[config.mk]
export PLATFORM = sky130hd
export DESIGN_NAME = mano_cpu_core_flat
export DESIGN_NICKNAME = d
export VERILOG_FILES = /design/src/rtl/mano_pkg.sv /design/src/rtl/mano_mem_if.sv /design/src/rtl/mano_alu.sv /design/src/rtl/mano_cpu_core.sv /design/src/flat_wrapper.sv
export SDC_FILE = /design/constraint.sdc
export NUM_CORES = 1
export LEC_CHECK = 0
export BUFFER_PORTS_ARGS = -buffer_cell sky130_fd_sc_hd__buf_4
export CELL_PAD_IN_SITES_DETAIL_PLACEMENT = 1
export CELL_PAD_IN_SITES_GLOBAL_PLACEMENT = 1
export CORE_MARGIN = 4
export CORE_UTILIZATION = 41
export DETAILED_ROUTE_END_ITERATION = 8
export GPL_ROUTABILITY_DRIVEN = 1
export PLACE_DENSITY_LB_ADDON = 0.1
export SYNTH_ARGS = -nofsm -noshare
export SYNTH_HDL_FRONTEND = slang
export SYNTH_SLANG_ARGS = --single-unit
[constraint.sdc]
create_clock -name CLK -period 3.4 [get_ports CLK]
set_input_delay 0.34 -clock CLK [delete_from_list [all_inputs] [get_ports CLK]]
set_output_delay 0.34 -clock CLK [all_outputs]
set_load 0.03 [all_outputs]
[src/rtl/mano_pkg.sv]
`default_nettype none
// ----------------------------------------------------------------------------
// mano_pkg: shared state/opcode/register-reference encodings for the Mano core.
// Rev 1.0
// ----------------------------------------------------------------------------
package mano_pkg;

  typedef enum logic [2:0] {
    S_FETCH    = 3'd0,
    S_DECODE   = 3'd1,
    S_INDIRECT = 3'd2,
    S_READ     = 3'd3,
    S_EXEC     = 3'd4,
    S_WRITE    = 3'd5,
    S_HALT     = 3'd6,
    S_INTR     = 3'd7
  } state_t;

  typedef enum logic [1:0] {
    ALU_AND = 2'd0,
    ALU_ADD = 2'd1,
    ALU_LDA = 2'd2,
    ALU_REG = 2'd3
  } alu_op_t;

  localparam logic [2:0] OP_AND = 3'd0;
  localparam logic [2:0] OP_ADD = 3'd1;
  localparam logic [2:0] OP_LDA = 3'd2;
  localparam logic [2:0] OP_STA = 3'd3;
  localparam logic [2:0] OP_BUN = 3'd4;
  localparam logic [2:0] OP_BSA = 3'd5;
  localparam logic [2:0] OP_ISZ = 3'd6;
  localparam logic [2:0] OP_REG = 3'd7;

  localparam int B_CLA = 11;
  localparam int B_CLE = 10;
  localparam int B_CMA = 9;
  localparam int B_CME = 8;
  localparam int B_CIR = 7;
  localparam int B_CIL = 6;
  localparam int B_INC = 5;
  localparam int B_SPA = 4;
  localparam int B_SNA = 3;
  localparam int B_SZA = 2;
  localparam int B_SZE = 1;
  localparam int B_HLT = 0;
  localparam int B_ION = 7;
  localparam int B_IOF = 6;

  function automatic bit params_ok(input int dw, input int aw);
    return (dw >= 16) && (aw >= 1) && (aw <= dw - 4);
  endfunction

endpackage
`default_nettype wire

[src/rtl/mano_mem_if.sv]
`default_nettype none
// ----------------------------------------------------------------------------
// mano_mem_if: req/ack memory bus between the Mano core (master) and RAM (slave).
// Rev 1.0
// ----------------------------------------------------------------------------
interface mano_mem_if #(
  parameter int DATA_W = 16,
  parameter int ADDR_W = 12
) ();
  logic              mem_req;
  logic              mem_we;
  logic [ADDR_W-1:0] mem_addr;
  logic [DATA_W-1:0] mem_wdata;
  logic [DATA_W-1:0] mem_rdata;
  logic              mem_ack;

  modport master (
    output mem_req, mem_we, mem_addr, mem_wdata,
    input  mem_rdata, mem_ack
  );

  modport slave (
    input  mem_req, mem_we, mem_addr, mem_wdata,
    output mem_rdata, mem_ack
  );
endinterface
`default_nettype wire

[src/rtl/mano_alu.sv]
`default_nettype none
// ----------------------------------------------------------------------------
// mano_alu: combinational AC/E update for memory-ref ALU ops and register-ref ops.
// Rev 1.0
// ----------------------------------------------------------------------------
module mano_alu
  import mano_pkg::*;
#(
  parameter int DATA_W = 16
) (
  input  alu_op_t           i_op,
  input  logic [DATA_W-1:0] i_ac,
  input  logic [DATA_W-1:0] i_dr,
  input  logic              i_e,
  input  logic [B_CLA:B_INC] i_rr,
  output logic [DATA_W-1:0] o_ac,
  output logic              o_e
);

  logic [DATA_W:0] w_sum;

  assign w_sum = {1'b0, i_ac} + {1'b0, i_dr};

  // Register-ref bits chain in order so combined microops compose predictably.
  always_comb begin
    o_ac = i_ac;
    o_e  = i_e;
    case (i_op)
      ALU_AND: o_ac = i_ac & i_dr;
      ALU_ADD: {o_e, o_ac} = w_sum;
      ALU_LDA: o_ac = i_dr;
      default: begin
        if (i_rr[B_CLA]) o_ac = '0;
        if (i_rr[B_CLE]) o_e  = 1'b0;
        if (i_rr[B_CMA]) o_ac = ~o_ac;
        if (i_rr[B_CME]) o_e  = ~o_e;
        if (i_rr[B_CIR]) {o_ac, o_e} = {o_e, o_ac};
        if (i_rr[B_CIL]) {o_e, o_ac} = {o_ac, o_e};
        if (i_rr[B_INC]) o_ac = o_ac + 1'b1;
      end
    endcase
  end

endmodule
`default_nettype wire

[src/rtl/mano_cpu_core.sv]
`default_nettype none
// ----------------------------------------------------------------------------
// mano_cpu_core: multi-cycle Mano basic computer on a req/ack memory bus.
// Define MANO_INTR_EN for the IEN flip-flop, ION/IOF and the interrupt cycle.  Rev 1.0
// ----------------------------------------------------------------------------
module mano_cpu_core
  import mano_pkg::*;
#(
  parameter int DATA_W = 16,
  parameter int ADDR_W = 12
) (
  input  logic              CLK,
  input  logic              RST,
  mano_mem_if.master        mem,
  input  logic              intr_req,
  output logic              halted,
  output logic [DATA_W-1:0] ac,
  output logic [DATA_W-1:0] dr,
  output logic [DATA_W-1:0] ir,
  output logic [ADDR_W-1:0] ar,
  output logic [ADDR_W-1:0] pc,
  output logic              e
);

  if (!params_ok(DATA_W, ADDR_W)) begin : g_bad_params
    $error("mano_cpu_core: need DATA_W >= 16 and ADDR_W <= DATA_W-4");
  end

  state_t            r_state, w_state_nxt, w_end_state;
  logic [DATA_W-1:0] r_ac, r_dr, r_ir;
  logic [ADDR_W-1:0] r_ar, r_pc;
  logic              r_e;
  logic              r_started;

  logic              w_mem_req, w_mem_we, w_ack;
  logic [ADDR_W-1:0] w_mem_addr;
  logic [DATA_W-1:0] w_mem_wdata, w_pc_ext;
  logic              w_i, w_halt_op, w_skip;
  logic [2:0]        w_d;
  logic [11:0]       w_rr;
  alu_op_t           w_alu_op;
  logic [DATA_W-1:0] w_alu_ac;
  logic              w_alu_e;

  assign w_i       = r_ir[DATA_W-1];
  assign w_d       = r_ir[DATA_W-2 -: 3];
  assign w_rr      = r_ir[11:0];
  assign w_pc_ext  = {{(DATA_W-ADDR_W){1'b0}}, r_pc};
  assign w_ack     = w_mem_req & mem.mem_ack;
  assign w_halt_op = (w_d == OP_REG) & ~w_i & w_rr[B_HLT];
  assign w_skip    = (w_rr[B_SPA] & ~r_ac[DATA_W-1]) | (w_rr[B_SNA] & r_ac[DATA_W-1]) |
                     (w_rr[B_SZA] & (r_ac == '0))    | (w_rr[B_SZE] & ~r_e);

  assign w_alu_op = (w_d == OP_AND) ? ALU_AND :
                    (w_d == OP_ADD) ? ALU_ADD :
                    (w_d == OP_LDA) ? ALU_LDA : ALU_REG;

  mano_alu #(.DATA_W(DATA_W)) u_alu (
    .i_op (w_alu_op),
    .i_ac (r_ac),
    .i_dr (r_dr),
    .i_e  (r_e),
    .i_rr (w_rr[B_CLA:B_INC]),
    .o_ac (w_alu_ac),
    .o_e  (w_alu_e)
  );

`ifdef MANO_INTR_EN
  logic r_ien;
  assign w_end_state = (r_ien & intr_req) ? S_INTR : S_FETCH;
`else
  logic w_unused_intr;
  assign w_unused_intr = intr_req;
  assign w_end_state   = S_FETCH;
`endif

  function automatic state_t route(input logic [2:0] d);
    case (d)
      OP_AND, OP_ADD, OP_LDA, OP_ISZ: route = S_READ;
      OP_STA, OP_BSA:                 route = S_WRITE;
      default:                        route = S_EXEC;
    endcase
  endfunction

  always_ff @(posedge CLK) begin
    if (RST) r_state <= S_FETCH;
    else     r_state <= w_state_nxt;
  end

  always_comb begin
    w_state_nxt = r_state;
    case (r_state)
      S_FETCH:    if (w_ack) w_state_nxt = S_DECODE;
      S_DECODE:   w_state_nxt = ((w_d != OP_REG) && w_i) ? S_INDIRECT : route(w_d);
      S_INDIRECT: if (w_ack) w_state_nxt = route(w_d);
      S_READ:     if (w_ack) w_state_nxt = S_EXEC;
      S_EXEC: begin
        if (w_d == OP_ISZ) w_state_nxt = S_WRITE;
        else if (w_halt_op) w_state_nxt = S_HALT;
        else w_state_nxt = w_end_state;
      end
      S_WRITE:    if (w_ack) w_state_nxt = w_end_state;
      S_INTR:     if (w_ack) w_state_nxt = S_FETCH;
      default:    w_state_nxt = S_HALT;
    endcase
  end

  // No request in the first cycle after reset, so a stale ack cannot land.
  always_comb begin
    w_mem_req   = 1'b0;
    w_mem_we    = 1'b0;
    w_mem_addr  = r_ar;
    w_mem_wdata = '0;
    case (r_state)
      S_FETCH: begin
        w_mem_req  = 1'b1;
        w_mem_addr = r_pc;
      end
      S_INDIRECT, S_READ: w_mem_req = 1'b1;
      S_WRITE: begin
        w_mem_req   = 1'b1;
        w_mem_we    = 1'b1;
        w_mem_wdata = (w_d == OP_STA) ? r_ac : (w_d == OP_BSA) ? w_pc_ext : r_dr;
      end
      S_INTR: begin
        w_mem_req   = 1'b1;
        w_mem_we    = 1'b1;
        w_mem_addr  = '0;
        w_mem_wdata = w_pc_ext;
      end
      default: ;
    endcase
    w_mem_req = w_mem_req & r_started;
  end

  always_ff @(posedge CLK) begin
    if (RST) begin
      r_ac      <= '0;
      r_dr      <= '0;
      r_ir      <= '0;
      r_ar      <= '0;
      r_pc      <= '0;
      r_e       <= 1'b0;
      r_started <= 1'b0;
`ifdef MANO_INTR_EN
      r_ien     <= 1'b0;
`endif
    end else begin
      r_started <= 1'b1;
      case (r_state)
        S_FETCH: if (w_ack) begin
          r_ir <= mem.mem_rdata;
          r_pc <= r_pc + 1'b1;
        end
        S_DECODE:   r_ar <= r_ir[ADDR_W-1:0];
        S_INDIRECT: if (w_ack) r_ar <= mem.mem_rdata[ADDR_W-1:0];
        S_READ:     if (w_ack) r_dr <= mem.mem_rdata;
        S_EXEC: begin
          case (w_d)
            OP_AND, OP_ADD, OP_LDA: begin
              r_ac <= w_alu_ac;
              r_e  <= w_alu_e;
            end
            OP_BUN: r_pc <= r_ar;
            OP_ISZ: r_dr <= r_dr + 1'b1;
            OP_REG: begin
              if (!w_i) begin
                r_ac <= w_alu_ac;
                r_e  <= w_alu_e;
                if (w_skip) r_pc <= r_pc + 1'b1;
              end
`ifdef MANO_INTR_EN
              else begin
                if (w_rr[B_ION]) r_ien <= 1'b1;
                if (w_rr[B_IOF]) r_ien <= 1'b0;
              end
`endif
            end
            default: ;
          endcase
        end
        S_WRITE: if (w_ack) begin
          if (w_d == OP_BSA) r_pc <= r_ar + 1'b1;
          else if ((w_d == OP_ISZ) && (r_dr == '0)) r_pc <= r_pc + 1'b1;
        end
        S_INTR: if (w_ack) begin
          r_pc <= {{(ADDR_W-1){1'b0}}, 1'b1};
`ifdef MANO_INTR_EN
          r_ien <= 1'b0;
`endif
        end
        default: ;
      endcase
    end
  end

  assign mem.mem_req   = w_mem_req;
  assign mem.mem_we    = w_mem_we;
  assign mem.mem_addr  = w_mem_addr;
  assign mem.mem_wdata = w_mem_wdata;

  assign halted = (r_state == S_HALT);
  assign ac     = r_ac;
  assign dr     = r_dr;
  assign ir     = r_ir;
  assign ar     = r_ar;
  assign pc     = r_pc;
  assign e      = r_e;

endmodule
`default_nettype wire

[src/flat_wrapper.sv]
// flat-port wrapper written by rule: the top's interface ports become plain ports
module mano_cpu_core_flat import mano_pkg::*;
#(
  parameter int DATA_W = 16,
  parameter int ADDR_W = 12
)
  (CLK, RST, intr_req, halted, ac, dr, ir, ar, pc, e, mem_mem_req, mem_mem_we, mem_mem_addr, mem_mem_wdata, mem_mem_rdata, mem_mem_ack);
  mano_mem_if #(.DATA_W(DATA_W), .ADDR_W(ADDR_W)) mem_i ();
  input  logic CLK;
  input  logic RST;
  input  logic intr_req;
  output logic halted;
  output logic [DATA_W-1:0] ac;
  output logic [DATA_W-1:0] dr;
  output logic [DATA_W-1:0] ir;
  output logic [ADDR_W-1:0] ar;
  output logic [ADDR_W-1:0] pc;
  output logic e;
  output wire logic [$bits(mem_i.mem_req)-1:0] mem_mem_req;
  output wire logic [$bits(mem_i.mem_we)-1:0] mem_mem_we;
  output wire logic [$bits(mem_i.mem_addr)-1:0] mem_mem_addr;
  output wire logic [$bits(mem_i.mem_wdata)-1:0] mem_mem_wdata;
  input wire logic [$bits(mem_i.mem_rdata)-1:0] mem_mem_rdata;
  input wire logic [$bits(mem_i.mem_ack)-1:0] mem_mem_ack;
  assign mem_mem_req = mem_i.mem_req;
  assign mem_mem_we = mem_i.mem_we;
  assign mem_mem_addr = mem_i.mem_addr;
  assign mem_mem_wdata = mem_i.mem_wdata;
  assign mem_i.mem_rdata = mem_mem_rdata;
  assign mem_i.mem_ack = mem_mem_ack;
  mano_cpu_core #(.DATA_W(DATA_W), .ADDR_W(ADDR_W)) u_core (.CLK(CLK), .RST(RST), .mem(mem_i), .intr_req(intr_req), .halted(halted), .ac(ac), .dr(dr), .ir(ir), .ar(ar), .pc(pc), .e(e));
endmodule
# Word-level counts from Yosys, hierarchy flattened
# Cells that the tools add are included.
# totals
register_bits	77
in_bits	20
output_inout_bits	104
word_cells	134
# classes
addsub	5
eq_ne	29
muxes	51
bitwise_logic	17
n_reduce_logical	24
# op_table
cell	n
two-way mux 16 bit	12
two-way mux 12 bit	8
case mux 16 bit (2 select lines)	3
case mux 12 bit (2 select lines)	3
case mux 12 bit (4 select lines)	1
case mux 16 bit (3 select lines)	1
adder 16 x 1 -> 16 bit, second input constant	2
logical NOT 16 bit	2
adder 12 x 1 -> 12 bit, second input constant	2
equality test 3 bit, second input constant	8
two-way mux 3 bit	7
case mux 3 bit (6 select lines)	1
adder 16 x 16 -> 17 bit	1
AND 16 bit	1
inverter 16 bit	1
!= test 2 x 1 -> 1 bit, second input constant	7
equality test 3 x 2 -> 1 bit, second input constant	4
two-way mux 1 bit	10
AND 1 bit	8
AND reduction 8 bit	1
equality test 3 x 1 -> 1 bit, second input constant	2
logical NOT 3 bit	2
!= test 3 x 2 -> 1 bit, second input constant	2
!= test 3 bit, second input constant	2
20 further kinds	35

# Depth between registers and ports, before layout
# logic_depth
depth_word	17
depth_mapped	13
depth_no_buf	11

# Modules after synthesis
# A second synthesis with hierarchy kept.
# unflattened
cells_unflattened	1038
area_unflattened_um2	7603.5
# by_module_without_submodules
module	instances	cells_each	area_each_um2	seq_area_each_um2
mano_cpu_core	1	681	5019.8	1541.5
mano_alu	1	357	2583.7	0.0

# Worst setup path before layout
# OpenSTA, ideal clock, no wires.
# synth_timing
path_kind	register to register
start	register u_core.r_ir[7] (netlist: u_core.ir[7])
end	register u_core.r_ac[10] (netlist: u_core.ac[10])
setup_time_ns	0.091
arrival_time_ns	3.112
required_time_ns	3.309
slack_ns	0.197
path_stages_with_launch	14
n_path_buf	2
synth_period_minus_slack_ns	3.203
path_cell_list	dfxtp_1 > buf_2 > buf_4 > mux2i_1 > or3_1 > a21oi_1 > or2_2 > ha_1 > nand2_1 > o21bai_1 > or3_1 > a311oi_1 > a211oi_1 > a311oi_1
# synth_between
elab_chain_len	8
elab_cells_between_ends	9
cone_classes	add/sub: 1; mux: 8
# synth_lines
element	line	rtl
from (decl)	mano_cpu_core.sv:30	logic [DATA_W-1:0] r_ac, r_dr, r_ir;
from (signal assigned)	mano_cpu_core.sv:152	r_ir <= mem.mem_rdata;
two-way mux 16 bit / two-way mux 1 bit (equally long branches)	mano_alu.sv:37	if (i_rr[B_CIR]) {o_ac, o_e} = {o_e, o_ac};
two-way mux 16 bit (*)	mano_alu.sv:38	if (i_rr[B_CIL]) {o_e, o_ac} = {o_ac, o_e};
two-way mux 16 bit (*)	mano_alu.sv:28	case (i_op)
adder 16 x 1 -> 16 bit	mano_alu.sv:39	if (i_rr[B_INC]) o_ac = o_ac + 1'b1;
two-way mux 16 bit (*)	mano_alu.sv:39	
case mux 16 bit (3 select lines) (*)	mano_alu.sv:28	
two-way mux 16 bit	mano_cpu_core.sv:167	if (!w_i) begin
case mux 16 bit (2 select lines) (*)	mano_cpu_core.sv:159	case (w_d)
to (signal assigned)	mano_cpu_core.sv:161	r_ac <= w_alu_ac;
to (signal assigned)	mano_cpu_core.sv:168	r_ac <= w_alu_ac;
to (decl)	mano_cpu_core.sv:30	
# Mark *: on every way between the ends. The rest lies on a longest branch, timed or not. The select of a mux whose other input is x is not followed.
# A chain may end at the register's enable or synchronous reset.

# Worst setup path in the final report
# layout_timing
start	register u_core.r_ir[12] (netlist: u_core.ir[12])
end	output port mem_mem_wdata[9]
# layout_between
elab_chain_len	4
elab_cells_between_ends	5
cone_classes	eq/ne: 2; mux: 3
# layout_lines
element	line	rtl
equality test 3 bit	mano_cpu_core.sv:123	w_mem_wdata = (w_d == OP_STA) ? r_ac : (w_d == OP_BSA) ? w_pc_ext : r_dr;
two-way mux 16 bit	mano_cpu_core.sv:123	
two-way mux 16 bit (*)	mano_cpu_core.sv:123	
case mux 16 bit (2 select lines) (*)	mano_cpu_core.sv:114	case (r_state)
to (decl)	flat_wrapper.sv:22	output wire logic [$bits(mem_i.mem_wdata)-1:0] mem_mem_wdata;
# Mark *: on every way between the ends. The rest lies on a longest branch, timed or not.

==> tab_implementation.tex <==
\begin{tabular}{lr}
\hline
Metric & Value \\
\hline
\multicolumn{2}{l}{\textbf{Setup path}} \\
\quad Terminus of the critical flop-to-flop path & u\_core.ac[10] \\
\quad CP Max Fanout & 16 \\
\quad Reg-to-reg startpoint & u\_core.ir[9] \\
\quad Setup crit start kind & flip-flop \\
\quad Class of the most critical setup path & reg -> out \\
\quad Required time of the critical path & 3060 ps \\
\quad Cell depth of the worst flop-to-flop path & 11 \\
\quad Register-to-register path setup slack & 290 ps \\
\quad Kind of end point of the critical path & output pin \\
\quad Worst path arrival time & 2800 ps \\
\multicolumn{2}{l}{\textbf{Clocking}} \\
\quad Root buf cell & clkbuf\_16 \\
\quad Number of buffers on the longest clock path & 2 \\
\quad H-tree levels & 3 \\
\quad Insertion delay to the later sink of the worst-skew pair & 360 ps \\
\quad Clock input transition at the sequential cells of the worst setup and hold paths & 70 ps \\
\quad Cts-stage hold buffer count & 0 \\
\quad Setup repair bufs after CTS & 0 \\
\quad Number of clock sinks & 77 \\
\quad Total of cells resized after clock tree synthesis & 0 \\
\quad Clock buffers created by TritonCTS & 9 \\
\quad CTS tree & done \\
\multicolumn{2}{l}{\textbf{Global route}} \\
\quad Vias in the first global route & 8,192 \\
\quad Pin count of the biggest net entering global routing & 46 \\
\quad First-pass GRT wire length & 48,150 um \\
\quad Initial antenna violation count & 0 \\
\quad Aggregate global-route resource usage & 0.3090 \\
\quad Total congestion overflow & 0 \\
\multicolumn{2}{l}{\textbf{Logic synthesis}} \\
\quad Post-synthesis sequential area ratio & 0.2162 \\
\quad Cell types with the largest area share after synthesis & dfxtp\_1 22\%, a21oi\_1 7.3\%, nor2\_1 6.9\%, mux2i\_1 6.2\%, nand2\_1 5.4\% \\
\quad Flip-flop and latch count after synthesis & 77 \\
\quad Net Count, Synth & 1,065 \\
\quad Cell type with the highest aggregate area in the netlist & dfxtp\_1 \\
\quad Async SR Flop Fraction & 0 \\
\quad Synthesis Warnings & 0 \\
\quad Cell types with the highest counts after synthesis & 131 x nor2\_1, 104 x a21oi\_1, 103 x nand2\_1 \\
\quad Syn Area/Cell & 6.969 um2 \\
\quad Library cell with the highest instance count after synthesis & nor2\_1 \\
\quad Number of instances in the synthesized netlist & 1,023 \\
\quad EDFF count, synth & 0 \\
\quad Area share of the largest cell type after synthesis & 0.2162 \\
\quad Predominant post-synthesis flop cell & dfxtp\_1 \\
\quad Unique masters post-synth & 72 \\
\quad Post-synth design cell area & 7129 um2 \\
\multicolumn{2}{l}{\textbf{Placed design}} \\
\quad Count of input and output buffers & 122 \\
\quad Detailed placement HPWL & 23,000 um \\
\quad Final GP Congestion & 0.9564 \\
\quad Placed Instances & 1,343 \\
\multicolumn{2}{l}{\textbf{Detailed routing}} \\
\quad Average wire length per cell after detail routing & 23.02 um \\
\quad DRC Markers & 0 \\
\quad Number of DRC markers in iteration 0 & 722 \\
\quad Via/cell ratio & 6.342 \\
\quad Vias after detailed routing & 8,613 \\
\quad ANT nets after route & 0 \\
\quad Initial DRT Pass Iterations & 5 \\
\quad Wire length reported by the detailed router & 31,270 um \\
\multicolumn{2}{l}{\textbf{Final layout}} \\
\quad Area added between synthesis and finish & 23.22\% \\
\quad Final antenna diode count & 0 \\
\quad Share of layout cells above drive strength 1 & 0.1863 \\
\quad Final core occ & 0.5223 \\
\quad Final std cells w/o fill & 1,358 \\
\quad Net count, final & 1,176 \\
\multicolumn{2}{l}{\textbf{Power}} \\
\quad Worst-case vdd ir drop & 256.0 uV \\
\quad Total power per unit cell area & 303.2 nW/um2 \\
\quad Post-layout power & 2.663 mW \\
\quad Static leakage power & 3.455 nW \\
\multicolumn{2}{l}{\textbf{STA}} \\
\quad Slew @ Worst Pin & 916.4 ps \\
\quad Final setup violation count & 0 \\
\quad Minimum clock period & 3138 ps \\
\quad Maximum achievable frequency & 318.7 MHz \\
\quad Minimum hold slack & 238.9 ps \\
\quad Layout Skew & 10.19 ps \\
\quad Unrepaired setup endpoints after global routing & no \\
\quad Final critical-path share of the clock period & 0.9229 \\
\quad Final Hold Violating Endpoints & 0 \\
\quad Headroom to the max-slew limit & 0.3850 \\
\quad Final sum of negative setup slack & 0 ps \\
\quad Max Slew Vio Count & 0 \\
\multicolumn{2}{l}{\textbf{Die}} \\
\quad Starting Density & 0.4239 \\
\quad Floorplan core area & 16,820 um2 \\
\quad Count of pins on the block boundary & 124 \\
\quad Site Rows & 47 \\
\quad Die H & 139.9 um \\
\quad Horiz. Die Dim & 139.9 um \\
\quad Die area & 19,560 um2 \\
\multicolumn{2}{l}{\textbf{Run status}} \\
\quad Run status & finished clean \\
\multicolumn{2}{l}{\textbf{Min path}} \\
\quad Path class of the lowest-slack min-delay path & in -> reg \\
\quad Worst hold endpoint & u\_core.ir[14] \\
\quad Worst hold stages & 3 \\
\quad Worst min-delay path startpoint & mem\_mem\_rdata[14] \\
\multicolumn{2}{l}{\textbf{Run}} \\
\quad Total of max-cap violations & 0 \\
\hline
\end{tabular}
==> through the flow <==
step / cell area [um2] / setup slack (ps)
2_1_floorplan: 7129 / 196.8
3_3_place_gp: 8471 / 455.1
4_1_cts: 8785 / 306.7
3_5_place_dp: 8471 / 324.5
5_1_grt: 8785 / 95.56
6_report: 8785 / 262.3
==> state kept, by name, summed over array words and instances (netlist names) <==
register	cells
u_core.r_started	1
u_core.ac	16
u_core.ir	16
u_core.r_state	3
u_core.ar	12
u_core.dr	16
u_core.e	1
u_core.pc	12
==> logic make-up (layout without fill, tap and decap cells) <==
kind of cell | Yosys count | count (layout) | share of synthesized area
XOR/XNOR | 41 | 41 | 0.05037
AO/OA/AOI/OAI | 357 | 357 | 0.3177
adder cells (fa/ha/maj) | 22 | 22 | 0.03966
flip-flops | 77 | 77 | 0.2162
multiplexers | 49 | 49 | 0.07125
AND/OR/NAND/NOR | 384 | 384 | 0.2550
buffers and inverters | 93 | 208 | 0.04984
==> per-layer routing <==
metal,track usage,vias up,part of all wire
met3,0.05009,48,0.076
met2,0.4783,344,0.46
met1,0.4438,4206,0.44
li1,-,4015,-
met4,0.08720,0,0.021
met5,0,-,0
==> final cells by class <==
type / count / area (um2)
fillers: 2219 / 8034
multi-input cells: 853 / 5250
flip-flops and latches: 77 / 1541
repair buffers: 181 / 1359
well taps: 220 / 275.3
clock buffers: 9 / 225.2
clock inverters: 6 / 88.84
inverters: 12 / 45.04
==> how the worst max path moves through the flow <==
stage	from	end	slack (ps)	cells past startpoint
after floorplan	u_core.ir[7]	u_core.ac[10]	200	13
after global placement	u_core.ir[9]	u_core.ac[10]	460	11
after detailed placement	u_core.ir[9]	u_core.ac[10]	320	11
after CTS	u_core.ir[9]	u_core.ac[10]	310	11
after global routing	u_core.ir[11]	u_core.ac[10]	100	10
final	u_core.ir[12]	mem_mem_wdata[9]	260	8
==> placed cells by master (no fill, tap or decap), types with 5 or more instances in the layout <==
master	n
o21ai_0	70
a211oi_1	44
clkbuf_16	9
nand4_1	5
dfxtp_1	77
and2_1	5
xnor2_1	29
nor2_1	131
mux2i_1	44
a311oi_1	8
and3_1	26
nand2b_1	11
nor3_1	28
a31oi_1	13
xor2_1	12
a22oi_1	18
buf_4	181
inv_1	11
a221oi_1	9
or3_1	6
nor4_1	14
nor2b_1	10
nand3_1	14
a22o_1	8
a21oi_1	104
a21o_1	8
nor3b_1	9
ha_1	21
nand2_1	103
o22ai_1	30
==> report_power, final <==
group	internal (mW)	switching [mW]
Clock	0.639	0.418
Combinational	0.217	0.383
Sequential	0.931	0.0749
==> critical path, stage by stage (launching register included) <==
cell      delay [ps]
dfxtp_1          790
o21ai_0          430
a21oi_1          220
buf_4            230
nor2_1            80
a211oi_1         230
a21oi_1           70
nor2_1           190
buf_4            200
(Power assumes the default switching activity.)
